`config.mk`:
```
export PLATFORM = sky130hd
export DESIGN_NAME = seven_segment_scanner
export DESIGN_NICKNAME = d
export VERILOG_FILES = /design/src/rtl/seven_segment_scanner.sv
export SDC_FILE = /design/constraint.sdc
export NUM_CORES = 1
export LEC_CHECK = 0
export ABC_AREA = 1
export CAP_MARGIN = 0
export CORE_AREA = 2 2 56 58
export CTS_CLUSTER_SIZE = 25
export DETAILED_ROUTE_END_ITERATION = 10
export DIE_AREA = 0 0 58 60
export PLACE_DENSITY = 0.68
export SLEW_MARGIN = 10
export SYNTH_ARGS = -nofsm -noshare
export SYNTH_HDL_FRONTEND = slang
export SYNTH_SLANG_ARGS = --single-unit
```
`constraint.sdc`:
```
create_clock -name clock -period 3.5 [get_ports clock]
set_input_delay 0.7 -clock clock [delete_from_list [all_inputs] [get_ports clock]]
set_output_delay 0.7 -clock clock [all_outputs]
set_load 0.05 [all_outputs]
```
`src/rtl/seven_segment_scanner.sv`:
```
// Four-digit common-anode 7-segment scanner for the irrigation controller status.
// Status is snapshotted once per frame; every pin is registered and idles high (dark).
module seven_segment_scanner #(
    parameter int REFRESH_DIV  = 4,
    parameter int BLINK_FRAMES = 8
) (
    input  logic       clock,
    input  logic       reset_n,
    input  logic [1:0] encoded_water,
    input  logic       splinker_mode_on,
    input  logic       irrigation_on,
    input  logic       water_supply_valvule,
    input  logic       alarm,
    input  logic       conflicting_values,
    output logic       segment_a,
    output logic       segment_b,
    output logic       segment_c,
    output logic       segment_d,
    output logic       segment_e,
    output logic       segment_f,
    output logic       segment_g,
    output logic       display_0,
    output logic       display_1,
    output logic       display_2,
    output logic       display_3,
    output logic       displays_point
);

    localparam int PW = (REFRESH_DIV > 2) ? $clog2(REFRESH_DIV) : 1;
    localparam int FW = (BLINK_FRAMES > 2) ? $clog2(BLINK_FRAMES) : 1;
    localparam logic [PW-1:0] PRESC_LAST = PW'(REFRESH_DIV - 1);
    localparam logic [FW-1:0] FRAME_LAST = FW'(BLINK_FRAMES - 1);

    // Glyphs are active-high gfedcba; the pins carry the inverse.
    localparam logic [6:0] GLYPH_0     = 7'b0111111;
    localparam logic [6:0] GLYPH_1     = 7'b0000110;
    localparam logic [6:0] GLYPH_2     = 7'b1011011;
    localparam logic [6:0] GLYPH_3     = 7'b1001111;
    localparam logic [6:0] GLYPH_S     = 7'b1101101;
    localparam logic [6:0] GLYPH_D     = 7'b1011110;
    localparam logic [6:0] GLYPH_DASH  = 7'b1000000;
    localparam logic [6:0] GLYPH_E     = 7'b1111001;
    localparam logic [6:0] GLYPH_A     = 7'b1110111;
    localparam logic [6:0] GLYPH_BLANK = 7'b0000000;

    typedef struct packed {
        logic [1:0] water;
        logic       sprinkler;
        logic       irrigation;
        logic       valve;
        logic       alarm;
        logic       conflict;
    } status_t;

    logic [PW-1:0] prescaler_q, prescaler_d;
    logic [1:0]    slot_q, slot_d;
    logic [FW-1:0] frame_cnt_q, frame_cnt_d;
    logic          blink_q, blink_d;
    status_t       snapshot_q, snapshot_d;
    logic [6:0]    seg_q, seg_d;
    logic [3:0]    disp_q, disp_d;
    logic          point_q, point_d;

    logic          tick;
    logic          frame_end;
    status_t       live;
    logic [6:0]    glyph;

    assign live = '{water:      encoded_water,
                    sprinkler:  splinker_mode_on,
                    irrigation: irrigation_on,
                    valve:      water_supply_valvule,
                    alarm:      alarm,
                    conflict:   conflicting_values};

    always_comb begin
        assert (REFRESH_DIV >= 2 && BLINK_FRAMES >= 1)
            else $error("seven_segment_scanner: REFRESH_DIV must be >= 2 and BLINK_FRAMES >= 1");

        tick        = (prescaler_q == PRESC_LAST);
        frame_end   = tick && (slot_q == 2'd3);
        prescaler_d = tick ? '0 : prescaler_q + PW'(1);
        slot_d      = tick ? slot_q + 2'd1 : slot_q;
        snapshot_d  = frame_end ? live : snapshot_q;
        frame_cnt_d = frame_cnt_q;
        blink_d     = blink_q;
        if (frame_end) begin
            if (frame_cnt_q == FRAME_LAST) begin
                frame_cnt_d = '0;
                blink_d     = ~blink_q;
            end else begin
                frame_cnt_d = frame_cnt_q + FW'(1);
            end
        end
    end

    // Decode is driven by the current state, so the pins land one cycle behind it.
    always_comb begin
        glyph = GLYPH_BLANK;
        unique case (slot_q)
            2'd3: begin
                unique case (snapshot_q.water)
                    2'b00:   glyph = GLYPH_0;
                    2'b01:   glyph = GLYPH_1;
                    2'b10:   glyph = GLYPH_2;
                    default: glyph = GLYPH_3;
                endcase
            end
            2'd2: begin
                if (!snapshot_q.irrigation) glyph = GLYPH_DASH;
                else if (snapshot_q.sprinkler) glyph = GLYPH_S;
                else glyph = GLYPH_D;
            end
            2'd1: glyph = snapshot_q.valve ? GLYPH_A : GLYPH_BLANK;
            default: begin
                if (snapshot_q.conflict) glyph = blink_q ? GLYPH_E : GLYPH_BLANK;
                else if (snapshot_q.alarm) glyph = GLYPH_A;
                else glyph = GLYPH_BLANK;
            end
        endcase

        seg_d   = ~glyph;
        point_d = ~((slot_q == 2'd2) && snapshot_q.irrigation);

        disp_d = 4'b1111;
        if (prescaler_q != '0) begin
            unique case (slot_q)
                2'd0:    disp_d = 4'b1110;
                2'd1:    disp_d = 4'b1101;
                2'd2:    disp_d = 4'b1011;
                default: disp_d = 4'b0111;
            endcase
        end
    end

    always_ff @(posedge clock or negedge reset_n) begin
        if (!reset_n) begin
            prescaler_q <= '0;
            slot_q      <= '0;
            frame_cnt_q <= '0;
            blink_q     <= 1'b0;
            snapshot_q  <= '0;
            seg_q       <= '1;
            disp_q      <= '1;
            point_q     <= 1'b1;
        end else begin
            prescaler_q <= prescaler_d;
            slot_q      <= slot_d;
            frame_cnt_q <= frame_cnt_d;
            blink_q     <= blink_d;
            snapshot_q  <= snapshot_d;
            seg_q       <= seg_d;
            disp_q      <= disp_d;
            point_q     <= point_d;
        end
    end

    assign segment_a      = seg_q[0];
    assign segment_b      = seg_q[1];
    assign segment_c      = seg_q[2];
    assign segment_d      = seg_q[3];
    assign segment_e      = seg_q[4];
    assign segment_f      = seg_q[5];
    assign segment_g      = seg_q[6];
    assign display_0      = disp_q[0];
    assign display_1      = disp_q[1];
    assign display_2      = disp_q[2];
    assign display_3      = disp_q[3];
    assign displays_point = point_q;

endmodule
```
# After elaboration in Yosys (flattened, before gate mapping)
# Index checks and enable logic that the tools add are counted.
dict set report word_totals {
  reg_bits 27
  input_bits 9
  out_inout_bits 12
  wordCells 44
}
dict set report classes {
  n_addsub 3
  n_eq_ne 7
  muxes 12
  bitwise_logic 3
  n_reduce_logical 6
}
# op n
set ops {}
lappend ops {{7-bit case mux with 3 select lines} 2}
lappend ops {{7-bit two-way mux} 4}
lappend ops {{6-bit two-way mux} 2}
lappend ops {{4-bit case mux with 3 select lines} 1}
lappend ops {{2-bit == test, second input constant} 4}
lappend ops {{7-bit inverter} 1}
lappend ops {{2-bit by 1-bit adder with 2-bit output, second input constant} 2}
lappend ops {{2-bit by 1-bit == test with 1-bit output, second input constant} 2}
lappend ops {{2-bit zero test} 2}
lappend ops {{4-bit two-way mux} 1}
lappend ops {{3-bit by 1-bit adder with 3-bit output, second input constant} 1}
lappend ops {{3-bit == test, second input constant} 1}
lappend ops {{3-bit two-way mux} 1}
lappend ops {{1-bit logical AND} 2}
lappend ops {{2-bit two-way mux} 1}
lappend ops {{1-bit inverter} 2}
lappend ops {{2-bit AND reduction} 1}
lappend ops {{2-bit nonzero test} 1}

# Logic depth before layout (Yosys ltp)
dict set report depth {
  word_depth 4
  depth_mapped 7
  mapped_depth_nobuf 7
}

# Worst setup path before layout
# Ideal clock, no wire load.
dict set report synth_path {
  path_kind {register to output}
  start {register disp_q[0]}
  end {output display_0}
  arrival_time_ps 656
  t_required_ps 2800
  setup_slack_ps 2144
  stages_incl_launch_ff 1
  n_path_buf 0
  path_cell_list {dfstp_2}
}
# element line_no
set synth_lines {}
lappend synth_lines {{start: declaration} 61} ;# logic [3:0] disp_q, disp_d;
lappend synth_lines {{start signal: assignment} 153} ;# disp_q <= disp_d;
lappend synth_lines {{end: declaration} 22} ;# output logic display_0,
# No word-level cell between the ends.

# Worst setup path after layout
dict set report layout_path {
  start {register seg_q[5]}
  end {output segment_f}
}
# element line_no
set layout_lines {}
lappend layout_lines {{start: declaration} 60} ;# logic [6:0] seg_q, seg_d;
lappend layout_lines {{start signal: assignment} 152} ;# seg_q <= seg_d;
lappend layout_lines {{end: declaration} 20} ;# output logic segment_f,
# No word-level cell between the ends.

==> flow_summary.json <==
{
  "synth_nets": 142,
  "crit_chain": "clkdlybuf4s50_1",
  "cts_buffers": 3,
  "hold_violations": 0,
  "hold_depth": 1,
  "run_status": "completed",
  "grt_pass1_vias": 822,
  "post-synth-top-area-fraction_pct": 29.9,
  "antenna_found_initial": 0,
  "grt_max_degree": 24,
  "synth_most_common_cell": "nand2_1",
  "grtUsageMet1_pct": 14.8,
  "routed_wl_microns": 1900,
  "dieArea_sq_um": 3480,
  "cp_num_buf_inv": 1,
  "critical-path-slowest-cell": "clkdlybuf4s50_1",
  "cts_root_buffer": "clkbuf_4",
  "power.net_switching_mw": 0.118,
  "place_congestion": 0.819,
  "final_cell_area_sq_um": 1510,
  "post_cts_buffers": 0,
  "synth.distinct_cells": 19,
  "worstPathRequired_ps": 2800,
  "first_pass_iters": 2,
  "cp_top_family": "buffers and inverters",
  "h-tree-depth": 1,
  "placedInstanceArea_sq_um": 1480,
  "synth_edf_count": 0,
  "slew_headroom_pct": 35.0,
  "fin_util_pct": 51.9,
  "path_max_fanout": 1,
  "post_cts_resized": 0,
  "clk_pin_slew_worst_paths_ps": 140,
  "ys_top_cells_by_count": "nand2_1, dfrtp_1, nand2_2, dfstp_2, ha_1",
  "die_w_microns": 58,
  "min_period_ps": 2360,
  "cp_slowest_stage_delay_ps": 790,
  "vias_per_cell": 4.67,
  "yosysWarningCount": 0,
  "clockPowerShare_pct": 26.0,
  "power_frac_comb_pct": 9.0,
  "drc": 0,
  "io_pins": 21,
  "die_h_microns": 60,
  "cts_tree": "built",
  "drtIter0Drc": 14,
  "ff2ff_path_depth": 5,
  "grt_setup_unrepaired": "false",
  "setup_violations": 0,
  "arrival_ps": 1660,
  "area_growth_pct": 20.0,
  "p_sw_share_pct": 23.5,
  "max_clock_freq_ghz": 0.425,
  "ant_nets": 0,
  "fin_crit_sh_pct": 67.3,
  "cap_violations": 0,
  "gr-usage-all-layers_pct": 13.0,
  "crit_start": "seg_q[5]",
  "yosysSeqAreaShare_pct": 55.0,
  "routedWlPerCell_microns": 10.6,
  "io_buffer_count": 20,
  "synth_area_per_cell_sq_um": 10.3,
  "power.density_nw_per_um2": 333,
  "core-area_sq_um": 2900,
  "num_antenna_cells": 0,
  "grt-ovfl-total": 0,
  "min_from": "prescaler_q[0]",
  "layout-drive-gt1-share_pct": 24.8,
  "grt_use_met2_pct": 23.4,
  "row_count": 20,
  "clock_sinks": 27,
  "initial_core_util_pct": 43.3,
  "worstSetupPathType": "flop to primary output",
  "fin_setup_tns_ps": 0,
  "seqPwrFrac_pct": 64.9,
  "ir_drop_mv": 0.223,
  "grt_busiest_layer": "met2",
  "vias": 831,
  "yosysTopAreaCell": "dfrtp_1",
  "hold_path_class": "flop to flop",
  "grt_first_pass_wirelength_microns": 3410,
  "cp-start-kind": "flop",
  "cp-end-kind": "primary output",
  "reg2reg_from": "slot_q[0]",
  "async_flop_share_pct": 100,
  "clk_latency_ps": 330,
  "ctsHoldBuffers": 0,
  "ys_ff_latch": 27,
  "synth_flop_cell": "dfrtp_1",
  "finClkSkew_ps": 7.00,
  "met3_usage_pct": 1.30,
  "post-dp-hpwl_microns": 1530,
  "synthesis.area_sq_um": 1260,
  "cts_max_path_buffers": 2,
  "worst_pin_slew_ps": 971,
  "power.internal_mw": 0.384,
  "holdWs_ps": 477,
  "finalMaxSlewViolations": 0,
  "power_leakage_nw": 0.729,
  "syn-instance-count": 122,
  "synthTopCellsByArea": "dfrtp_1, dfstp_2, ha_1",
  "cp.depth": 1,
  "layout.nets": 166
}
[routing by layer]
metal,vias to the layer above,part of all wire [%]
met3,5,3.6
met1,383,43
met4,0,2.6
met5,-,0
met2,20,50
li1,423,-
[placed cells by master, fill, tap and decap left out, types with 2 or more instances in the layout]
cell type and instances:
nand2_1 29, clkdlybuf4s50_1 20, dfrtp_1 15, inv_1 10, nand3_1 6, nand2_2 14
xor2_1 2, clkbuf_4 3, nor2_1 6, o21ai_0 7, ha_1 11, dfstp_2 12
o21ai_2 2
[registers in the layout (all words and copies together), names as in the netlist]
name and count:
blink_q 1, disp_q 4, displays_point 1, frame_cnt_q 3, prescaler_q 2, seg_q 7
slot_q 2, snapshot_q 7
[metrics by stage]
stage               cells  power (mW)  setup WS [ps]
floorplan             122       0.353           2140
global placement      174       0.377           1500
detailed placement    174       0.378           1450
CTS                   178       0.511           1130
global route          178       0.524           1090
finish                178       0.502           1140
[cell type report]
class,count,area [sq um]
Multi-Input combinational cell,82,494
Fill cell,270,1400
Timing Repair Buffer,21,208
Clock buffer,3,22.5
Sequential cell,27,691
Inverter,11,46.3
Tap cell,33,41.3
Clock inverter,1,5.00
[cell families after synthesis]
kind of cell,count (synthesis),share of synthesized area (%)
AND/OR/NAND/NOR,57,21.2
flip-flops,27,55.0
buffers and inverters,13,5.68
AO/OA/AOI/OAI,12,5.78
adder cells (fa/ha/maj),11,11.0
XOR/XNOR,2,1.39
[power by group through the flow]
stage	clock network [mW]	registers, mW	logic [mW]
final	0.131	0.326	0.0454
after detailed placement	0	0.332	0.0463
after floorplan	0	0.345	0.00829
after global routing	0.148	0.327	0.0492
after CTS	0.138	0.326	0.0464
after global placement	0	0.331	0.0454
[worst paths after layout]
| path | to | slack [ps] |
|---|---|---|
| max in group asynchronous | seg_q[4] | 1880 |
| worst max-delay path | segment_f | 1140 |
| worst min-delay path | prescaler_q[0] | 480 |
| min in group asynchronous | snapshot_q[0] | 890 |
| worst max register to register | frame_cnt_q[0] | 2150 |
| worst min register to register | prescaler_q[0] | 480 |
No activity file was read; power rests on OpenSTA's default activity.
